### config.mk
export PLATFORM = sky130hd
export DESIGN_NAME = vec_out_buffer
export DESIGN_NICKNAME = d
export VERILOG_FILES = /design/src/rtl/vec_out_pkg.sv /design/src/rtl/sync_fifo_fwft.sv /design/src/rtl/vec_out_buffer.sv
export SDC_FILE = /design/constraint.sdc
export NUM_CORES = 1
export LEC_CHECK = 0
export ABC_AREA = 1
export BUFFER_PORTS_ARGS = -buffer_cell sky130_fd_sc_hd__buf_4
export CAP_MARGIN = 20
export CORE_AREA = 2 2 266 333
export CTS_CLUSTER_SIZE = 14
export DETAILED_ROUTE_END_ITERATION = 6
export DIE_AREA = 0 0 268 335
export GPL_TIMING_DRIVEN = 0
export SLEW_MARGIN = 20
export SYNTH_ARGS = -nofsm -noshare
export SYNTH_HDL_FRONTEND = slang
export SYNTH_SLANG_ARGS = --single-unit
### constraint.sdc
create_clock -name iClk -period 6.3 [get_ports iClk]
set_clock_uncertainty 0.15 [all_clocks]
set_input_delay 1.89 -clock iClk [delete_from_list [all_inputs] [get_ports iClk]]
set_output_delay 1.89 -clock iClk [all_outputs]
set_load 0.05 [all_outputs]
### src/rtl/vec_out_pkg.sv
// Shared types, sizes and the sign-magnitude to two's complement helper for
// the multiplier output buffer.
package vec_out_pkg;

  localparam int SM_W           = 16;
  localparam int TC_W           = 16;
  localparam int DEPTH_DEFAULT  = 16;
  localparam int DROP_W_DEFAULT = 8;

  // One FIFO entry: both lanes always travel together.
  typedef struct packed {
    logic [TC_W-1:0] x1;
    logic [TC_W-1:0] x0;
  } lane_pair_t;

  localparam int ENTRY_W = $bits(lane_pair_t);

  // Negative zero maps to 0, so 0x8000 can never be produced.
  function automatic logic [TC_W-1:0] sm_to_tc(input logic [SM_W-1:0] sm);
    logic [TC_W-1:0] mag;
    mag = {1'b0, sm[SM_W-2:0]};
    return sm[SM_W-1] ? (~mag + TC_W'(1)) : mag;
  endfunction

endpackage

### src/rtl/sync_fifo_fwft.sv
// First-word-fall-through synchronous FIFO. The head entry is presented
// combinationally from memory; data is forced to zero while empty.
module sync_fifo_fwft #(
  parameter int WIDTH = 32,
  parameter int DEPTH = 16
) (
  input  logic                     iClk,
  input  logic                     iRst,
  input  logic                     iWrValid,
  input  logic [WIDTH-1:0]         iWrData,
  output logic                     oWrAccept,
  output logic                     oRdValid,
  input  logic                     iRdReady,
  output logic [WIDTH-1:0]         oRdData,
  output logic [$clog2(DEPTH):0]   oLevel,
  output logic                     oFull
);

  localparam int PTR_W = $clog2(DEPTH);
  localparam int LVL_W = PTR_W + 1;
  localparam logic [LVL_W-1:0] LVL_MAX = LVL_W'(DEPTH);

  logic [PTR_W-1:0] wr_ptr_q, wr_ptr_d;
  logic [PTR_W-1:0] rd_ptr_q, rd_ptr_d;
  logic [LVL_W-1:0] level_q, level_d;
  logic             full_q, full_d;
  logic [WIDTH-1:0] mem_q [DEPTH];

  logic valid;
  logic push;
  logic pop;

  // Handshake decode: a write into a full FIFO succeeds when a pop frees a slot.
  always_comb begin
    valid = (level_q != '0);
    pop   = valid && iRdReady;
    push  = iWrValid && ((level_q != LVL_MAX) || pop);
  end

  // Next-state for pointers, level and full flag.
  always_comb begin
    // NOTE: every always_comb output gets a default first so no latch is inferred.
    wr_ptr_d = wr_ptr_q;
    rd_ptr_d = rd_ptr_q;
    level_d  = level_q;
    if (push) wr_ptr_d = wr_ptr_q + PTR_W'(1);
    if (pop)  rd_ptr_d = rd_ptr_q + PTR_W'(1);
    case ({push, pop})
      2'b10:   level_d = level_q + LVL_W'(1);
      2'b01:   level_d = level_q - LVL_W'(1);
      default: level_d = level_q;
    endcase
    full_d = (level_d == LVL_MAX);
  end

  // Control state register with asynchronous reset.
  always_ff @(posedge iClk or posedge iRst) begin
    // NOTE: sequential state uses non-blocking assignments so every flop samples pre-edge values.
    if (iRst) begin
      wr_ptr_q <= '0;
      rd_ptr_q <= '0;
      level_q  <= '0;
      full_q   <= 1'b0;
    end else begin
      wr_ptr_q <= wr_ptr_d;
      rd_ptr_q <= rd_ptr_d;
      level_q  <= level_d;
      full_q   <= full_d;
    end
  end

  // Storage write port.
  always_ff @(posedge iClk) begin
    // NOTE: the memory array has no reset; the empty-state output gating hides stale contents.
    if (push && !iRst) mem_q[wr_ptr_q] <= iWrData;
  end

  // Head presentation, gated to zero when empty.
  always_comb begin
    oRdData = valid ? mem_q[rd_ptr_q] : '0;
  end

  assign oWrAccept = push;
  assign oRdValid  = valid;
  assign oLevel    = level_q;
  assign oFull     = full_q;

endmodule

### src/rtl/vec_out_buffer.sv
// Output stage after the 2-lane sign-magnitude multiplier: converts both lanes
// to two's complement, buffers them in a FWFT FIFO and accounts for samples
// lost because the multiplier cannot be stalled.
module vec_out_buffer
  import vec_out_pkg::*;
#(
  parameter int DEPTH  = DEPTH_DEFAULT,
  parameter int DROP_W = DROP_W_DEFAULT
) (
  input  logic                   iClk,
  input  logic                   iRst,
  input  logic                   iValid,
  input  logic [SM_W-1:0]        iX0,
  input  logic [SM_W-1:0]        iX1,
  output logic                   oValid,
  input  logic                   iReady,
  output logic [TC_W-1:0]        oX0,
  output logic [TC_W-1:0]        oX1,
  output logic [$clog2(DEPTH):0] oLevel,
  output logic                   oFull,
  output logic                   oOverflow,
  output logic [DROP_W-1:0]      oDropCnt
);

  lane_pair_t wr_entry;
  lane_pair_t rd_entry;
  logic       accept;
  logic       drop;

  logic              overflow_q, overflow_d;
  logic [DROP_W-1:0] drop_cnt_q, drop_cnt_d;

  // Write-path conversion and lane packing.
  always_comb begin
    wr_entry.x0 = sm_to_tc(iX0);
    wr_entry.x1 = sm_to_tc(iX1);
  end

  sync_fifo_fwft #(
    .WIDTH (ENTRY_W),
    .DEPTH (DEPTH)
  ) u_fifo (
    .iClk      (iClk),
    .iRst      (iRst),
    .iWrValid  (iValid),
    .iWrData   (wr_entry),
    .oWrAccept (accept),
    .oRdValid  (oValid),
    .iRdReady  (iReady),
    .oRdData   (rd_entry),
    .oLevel    (oLevel),
    .oFull     (oFull)
  );

  // Loss accounting: sticky flag plus saturating counter.
  always_comb begin
    drop       = iValid && !accept;
    overflow_d = overflow_q | drop;
    drop_cnt_d = drop_cnt_q;
    if (drop && (drop_cnt_q != '1)) drop_cnt_d = drop_cnt_q + DROP_W'(1);
  end

  // Loss accounting registers.
  always_ff @(posedge iClk or posedge iRst) begin
    if (iRst) begin
      overflow_q <= 1'b0;
      drop_cnt_q <= '0;
    end else begin
      overflow_q <= overflow_d;
      drop_cnt_q <= drop_cnt_d;
    end
  end

  assign oX0       = rd_entry.x0;
  assign oX1       = rd_entry.x1;
  assign oOverflow = overflow_q;
  assign oDropCnt  = drop_cnt_q;

endmodule

After elaboration in Yosys (flattened, before gate mapping)
Memories as Yosys holds them, arrays and structs flattened.
Index checks and enable logic that the tools add are counted.
Word-level totals
  bits in writable memories: 512
  flip-flop bits (word level): 23
  output and inout port bits: 48
  memories kept: 1
  word-level logic and storage cells: 37
  input bits: 36
Operators by class
  bitwise operators: 3
  add/subtract/negate cells: 7
  mux-type cells: 6
  reductions and logical operators: 9
  equality and inequality tests: 5
Memories
  u_fifo.mem_q: words 16, width 32, read ports 1, clocked after Yosys merged registers in 0, write ports 1, line sync_fifo_fwft.sv:27  | logic [WIDTH-1:0] mem_q [DEPTH];
Operators by type and width (number)
  $add A16 B1 Y16 const B: 2
  $mux W16: 2
  $mux W32: 1
  $not A15 Y16: 2
  $pmux W5 S2: 1
  $add A4 B1 Y4 const B: 2
  $add A8 B1 Y8 const B: 1
  $ne A8 B8 Y1 const B: 1
  $add A5 B1 Y5 const B: 1
  $eq A5 B5 Y1 const B: 1
  $logic_and A1 B1 Y1: 5
  $ne A5 B5 Y1 const B: 1
  $reduce_bool A5 Y1: 1
  $sub A5 B1 Y5 const B: 1
  $eq A2 B1 Y1 const B: 1
  $eq A2 B2 Y1 const B: 1
  $logic_not A1 Y1: 2
  $mux W1: 2
  $logic_or A1 B1 Y1: 1
  $or A1 B1 Y1: 1

Longest topological paths before layout
  depth in word-level cells: 7
  mapped depth: 14

By module
A second synthesis with hierarchy kept.
Second synthesis, totals
  cells, all modules: 1881
  area total of the unflattened synthesis: 22374.0 um2
By module, submodules not included
  sync_fifo_fwft: area an instance 21053.9 um2, cells an instance 1646, sequential area each 15725.1 um2, times used 1
  vec_out_buffer: area an instance 1320.0 um2, cells an instance 235, sequential area each 225.2 um2, times used 1

Least setup slack after synthesis
Ideal clock, no wire load.
  path kind: input to register
  from: input iReady
  to: memory u_fifo.mem_q[10][0] (enable)
  data required time: 5689 ps
  path buffers: 0
  stages on the path: 6
  arrival: 4633 ps
  setup slack: 1056 ps
  path through: nor2_1 > nand3_1 > nand2_1 > nor2_1 > inv_1 > nor3_1
On the way
  cells in the longest elaborated chain, start to end: 6
Ends and longest elaborated chain
  from (decl): line vec_out_buffer.sv:16  | input logic iReady,
  $logic_and A1 B1 Y1: line sync_fifo_fwft.sv:36  | pop = valid && iRdReady;
  $logic_or A1 B1 Y1: line sync_fifo_fwft.sv:37  | push = iWrValid && ((level_q != LVL_MAX) || pop);
  $logic_and A1 B1 Y1: line sync_fifo_fwft.sv:37
  $logic_and A1 B1 Y1: line sync_fifo_fwft.sv:75  | if (push && !iRst) mem_q[wr_ptr_q] <= iWrData;
  $mux W1: line sync_fifo_fwft.sv:75
  $mux W1 (not written as such): line sync_fifo_fwft.sv:75
  to (decl): line sync_fifo_fwft.sv:27
No other way between the ends.

Final worst setup path
  from: register u_fifo.rd_ptr_q[0]
  to: output oX0[1]
On the way
  cells in the longest elaborated chain, start to end: 2
Ends and longest elaborated chain
  from (decl): line sync_fifo_fwft.sv:24  | logic [PTR_W-1:0] rd_ptr_q, rd_ptr_d;
  from (signal assigned): line sync_fifo_fwft.sv:66  | rd_ptr_q <= rd_ptr_d;
  $mem_v2 Z16 W32
  $mux W32: line sync_fifo_fwft.sv:80  | oRdData = valid ? mem_q[rd_ptr_q] : '0;
  to (decl): line vec_out_buffer.sv:17  | output logic [TC_W-1:0] oX0,
No other way between the ends.

==> impl_metrics.sql <==
INSERT INTO impl_metrics (metric_group, metric, value, unit) VALUES
('final_layout', 'mostFrequentLayoutCells', 'sky130_fd_sc_hd__nand2_1, sky130_fd_sc_hd__edfxtp_1, sky130_fd_sc_hd__a21oi_1', ''),
('worst_hold_path', 'worst_hold_path.endpoint', 'oOverflow', ''),
('outcome', 'run_status', 'finished, final reports clean', ''),
('timing', 'worst_slack', '0.691', 'ns'),
('final_layout', 'final_common_cell', 'sky130_fd_sc_hd__nand2_1', ''),
('cts', 'cts-buffers-inserted', '52', ''),
('floorplanning', 'design.die.area', '0.0898', 'mm²'),
('floorplanning', 'core-area', '0.0867', 'mm²'),
('timing', 'final_setup_violation_count', '0', ''),
('final_layout', 'drive_above_1_share', '13.8', '%'),
('worst_setup_path', 'cp_data_arrival_time', '3.57', 'ns'),
('global_routing', 'grt_use_met3', '2.36', '%'),
('floorplanning', 'floorplan.die.height', '335', 'µm'),
('global_routing', 'grt_start_max_net_pins', '24', ''),
('worst_hold_path', 'min_path_cells', '1', ''),
('timing', 'final_max_slew_viol_count', '0', ''),
('timing', 'report.final.hold_viol_count', '0', ''),
('job', 'cap_viol_max_count', '0', ''),
('worst_hold_path', 'timing.hold.worst.class', 'reg2reg', ''),
('detailed_routing', 'drc', '0', ''),
('worst_hold_path', 'hold_start', 'oOverflow', ''),
('global_routing', 'wire_length_of_the_first_global_routing_pass', '97600', 'µm'),
('cts', 'cts_num_sinks', '535', ''),
('power', 'worst_vdd_ir', '0.000270', 'V'),
('worst_setup_path', 'start_kind', 'flop', ''),
('global_routing', 'groute.layer.met2.usage', '24.9', '%'),
('cts', 'postCtsResizedCells', '0', ''),
('detailed_routing', 'routed_wirelength', '67700', 'µm'),
('floorplanning', 'initial_utilization', '25.7', '%'),
('floorplanning', 'die_x', '268', 'µm'),
('worst_setup_path', 'reg2reg_slack', '3.34', 'ns'),
('place', 'pre_cts_slack', '1.45', 'ns'),
('floorplanning', 'placement_rows', '121', ''),
('synth', 'synth_flop_cell', 'sky130_fd_sc_hd__edfxtp_1', ''),
('detailed_routing', 'drt_iter0_markers', '1549', ''),
('cts', 'cts_root_buf', 'sky130_fd_sc_hd__clkbuf_16', ''),
('cts', 'clkTransAtPathRegs', '0.06', 'ns'),
('global_routing', 'global_route_total_usage_across_every_layer', '14.9', '%'),
('cts', 'h-tree-depth', '2', ''),
('power', 'leakagePower', '0.00970', 'µW'),
('synth', 'cell_area_after_synthesis', '0.0223', 'mm²'),
('global_routing', 'grt_overflow_total', '0', ''),
('global_routing', 'first_global_vias', '14800', ''),
('synth', 'synth_enable_flop_cells', '512', ''),
('cts', 'cts_max_path_buffers', '3', ''),
('cts', 'number_of_buffers_inserted_by_post_cts_setup_repair', '0', ''),
('place', 'portBuffers', '83', ''),
('detailed_routing', 'wl_per_cell', '20.5', 'µm'),
('global_routing', 'grt_antenna_before_repair', '0', ''),
('synth', 'part_of_the_yosys_area_used_for_sequential_elements', '71.5', '%'),
('final_layout', 'finish.net_count', '2152', ''),
('timing', 'final_layout_worst_hold_slack', '0.324', 'ns'),
('cts', 'worst_skew_pair.late_latency', '0.59', 'ns'),
('timing', 'slew_headroom', '23.8', '%'),
('synth', 'postSynthNetCount', '1965', ''),
('cts', 'post_cts_hold_buffer_count', '0', ''),
('worst_setup_path', 'critical_path.max_fanout', '10', ''),
('worst_setup_path', 'crit-reg2reg-launch', 'u_fifo.oLevel[1]', ''),
('worst_setup_path', 'reg_to_reg_end', 'u_fifo.mem_q[14][14]', ''),
('final_layout', 'num-fill-cells', '8642', ''),
('timing', 'tightestPinTransition', '1.14', 'ns'),
('synth', 'asyncSetResetFlopFracSynth', '4.30', '%'),
('floorplanning', 'design.portCount', '84', ''),
('synth', 'ys_ff_latch', '535', ''),
('timing', 'max_freq', '178', 'MHz'),
('timing', 'final_min_period_over_clock_period', '89.0', '%'),
('power', 'fin_total_pwr', '12700', 'µW'),
('worst_setup_path', 'critPathCaptureType', 'output pin', ''),
('timing', 'fin_crit', '5.61', 'ns'),
('global_routing', 'most_heavily_used_metal_layer_in_global_routing', 'met2', ''),
('detailed_routing', 'drtAntennaViolNets', '0', '');
kinds of logic (layout without fill, tap and decap cells):
| logic type | Yosys count | in the layout | synth area share (%) |
|---|---|---|---|
| and+or+nand+nor | 858 | 858 | 15.5 |
| DFF | 535 | 535 | 71.5 |
| AOI/OAI and AO/OA | 309 | 309 | 7.68 |
| buffers and inverters | 169 | 393 | 3.35 |
| xor gates and xnor gates | 34 | 34 | 1.33 |
| adders and majority gates | 12 | 12 | 0.706 |
sequential cells by signal, summed over array words and instances, names as in the netlist:
register / count
u_fifo.oLevel: 5
u_fifo.mem_q: 512
u_fifo.rd_ptr_q: 4
u_fifo.oFull: 1
oDropCnt: 8
u_fifo.wr_ptr_q: 4
oOverflow: 1
metrics by stage:
| step | utilization [%] | setup TNS (ns) | area, µm² |
|---|---|---|---|
| 2_1_floorplan | - | 0 | 22300 |
| 3_3_place_gp | 28.1 | -467.66 | 24400 |
| 3_5_place_dp | 28.9 | 0 | 25100 |
| 4_1_cts | 30.7 | 0 | 26600 |
| 5_1_grt | 30.8 | 0 | 26700 |
| 6_report | 30.8 | 0 | 26700 |
worst max path at each step:
stage,startpoint,endpoint,slack [ns]
final,u_fifo.rd_ptr_q[0],oX0[1],0.69
after floorplan,iReady,u_fifo.mem_q[10][0],1.06
after CTS,u_fifo.rd_ptr_q[0],oX0[1],0.78
after global routing,u_fifo.rd_ptr_q[0],oX0[0],0.66
after detailed placement,u_fifo.rd_ptr_q[0],oX0[1],1.45
after global placement,iReady,u_fifo.mem_q[15][13],-2.19
worst max-delay path, stage by stage, from the launching register on:
cell and delay, ns:
sky130_fd_sc_hd__dfrtp_1 0.74, sky130_fd_sc_hd__buf_4 0.30, sky130_fd_sc_hd__clkbuf_1 0.55, sky130_fd_sc_hd__o21ai_0 0.22
sky130_fd_sc_hd__nor2_1 0.17, sky130_fd_sc_hd__o31ai_1 0.11, sky130_fd_sc_hd__a21oi_1 0.55, sky130_fd_sc_hd__buf_4 0.31
cell type report:
cell class	instances	area, µm²	share of cell area (%)
Inverter	60	228	0.851
Multi-Input combinational cell	1213	5880	22.0
Clock inverter	26	164	0.613
Tap cell	1168	1460	5.46
Sequential cell	535	16000	59.6
Buffer	109	519	1.94
Clock buffer	65	1370	5.13
Timing Repair Buffer	133	1180	4.40
routing by layer:
metal,wire length [µm],share of wire (%),up-vias
met1,28000,41,7540
met3,4800,7.1,141
li1,-,-,7097
met4,2330,3.4,0
met2,32500,48,707
met5,0,0,-
synth_stat cells, types with 2 or more instances:
library cell               count
sky130_fd_sc_hd__nor3_1       12
sky130_fd_sc_hd__nand3_1     147
sky130_fd_sc_hd__xor2_1       29
sky130_fd_sc_hd__nand2_1     520
sky130_fd_sc_hd__dfrtp_1      23
sky130_fd_sc_hd__edfxtp_1    512
sky130_fd_sc_hd__buf_2        37
sky130_fd_sc_hd__buf_1        13
sky130_fd_sc_hd__o31ai_1      64
sky130_fd_sc_hd__xnor2_1       5
sky130_fd_sc_hd__nand4_1      10
sky130_fd_sc_hd__o21ai_0      73
sky130_fd_sc_hd__ha_1         11
sky130_fd_sc_hd__a31oi_1       4
sky130_fd_sc_hd__buf_4        13
sky130_fd_sc_hd__nor2_1      166
sky130_fd_sc_hd__a21oi_1     166
sky130_fd_sc_hd__buf_6         2
sky130_fd_sc_hd__inv_1        57
sky130_fd_sc_hd__clkbuf_1     44
sky130_fd_sc_hd__nand3b_1      2
power breakdown:
| group | internal, µW | total, µW | switching [µW] |
|---|---|---|---|
| Clock | 1580 | 2900 | 1320 |
| Sequential | 4180 | 4280 | 102 |
| Combinational | 1390 | 5490 | 4100 |
| Total | 7140 | 12700 | 5520 |
Power figures use the tool's default switching activity.
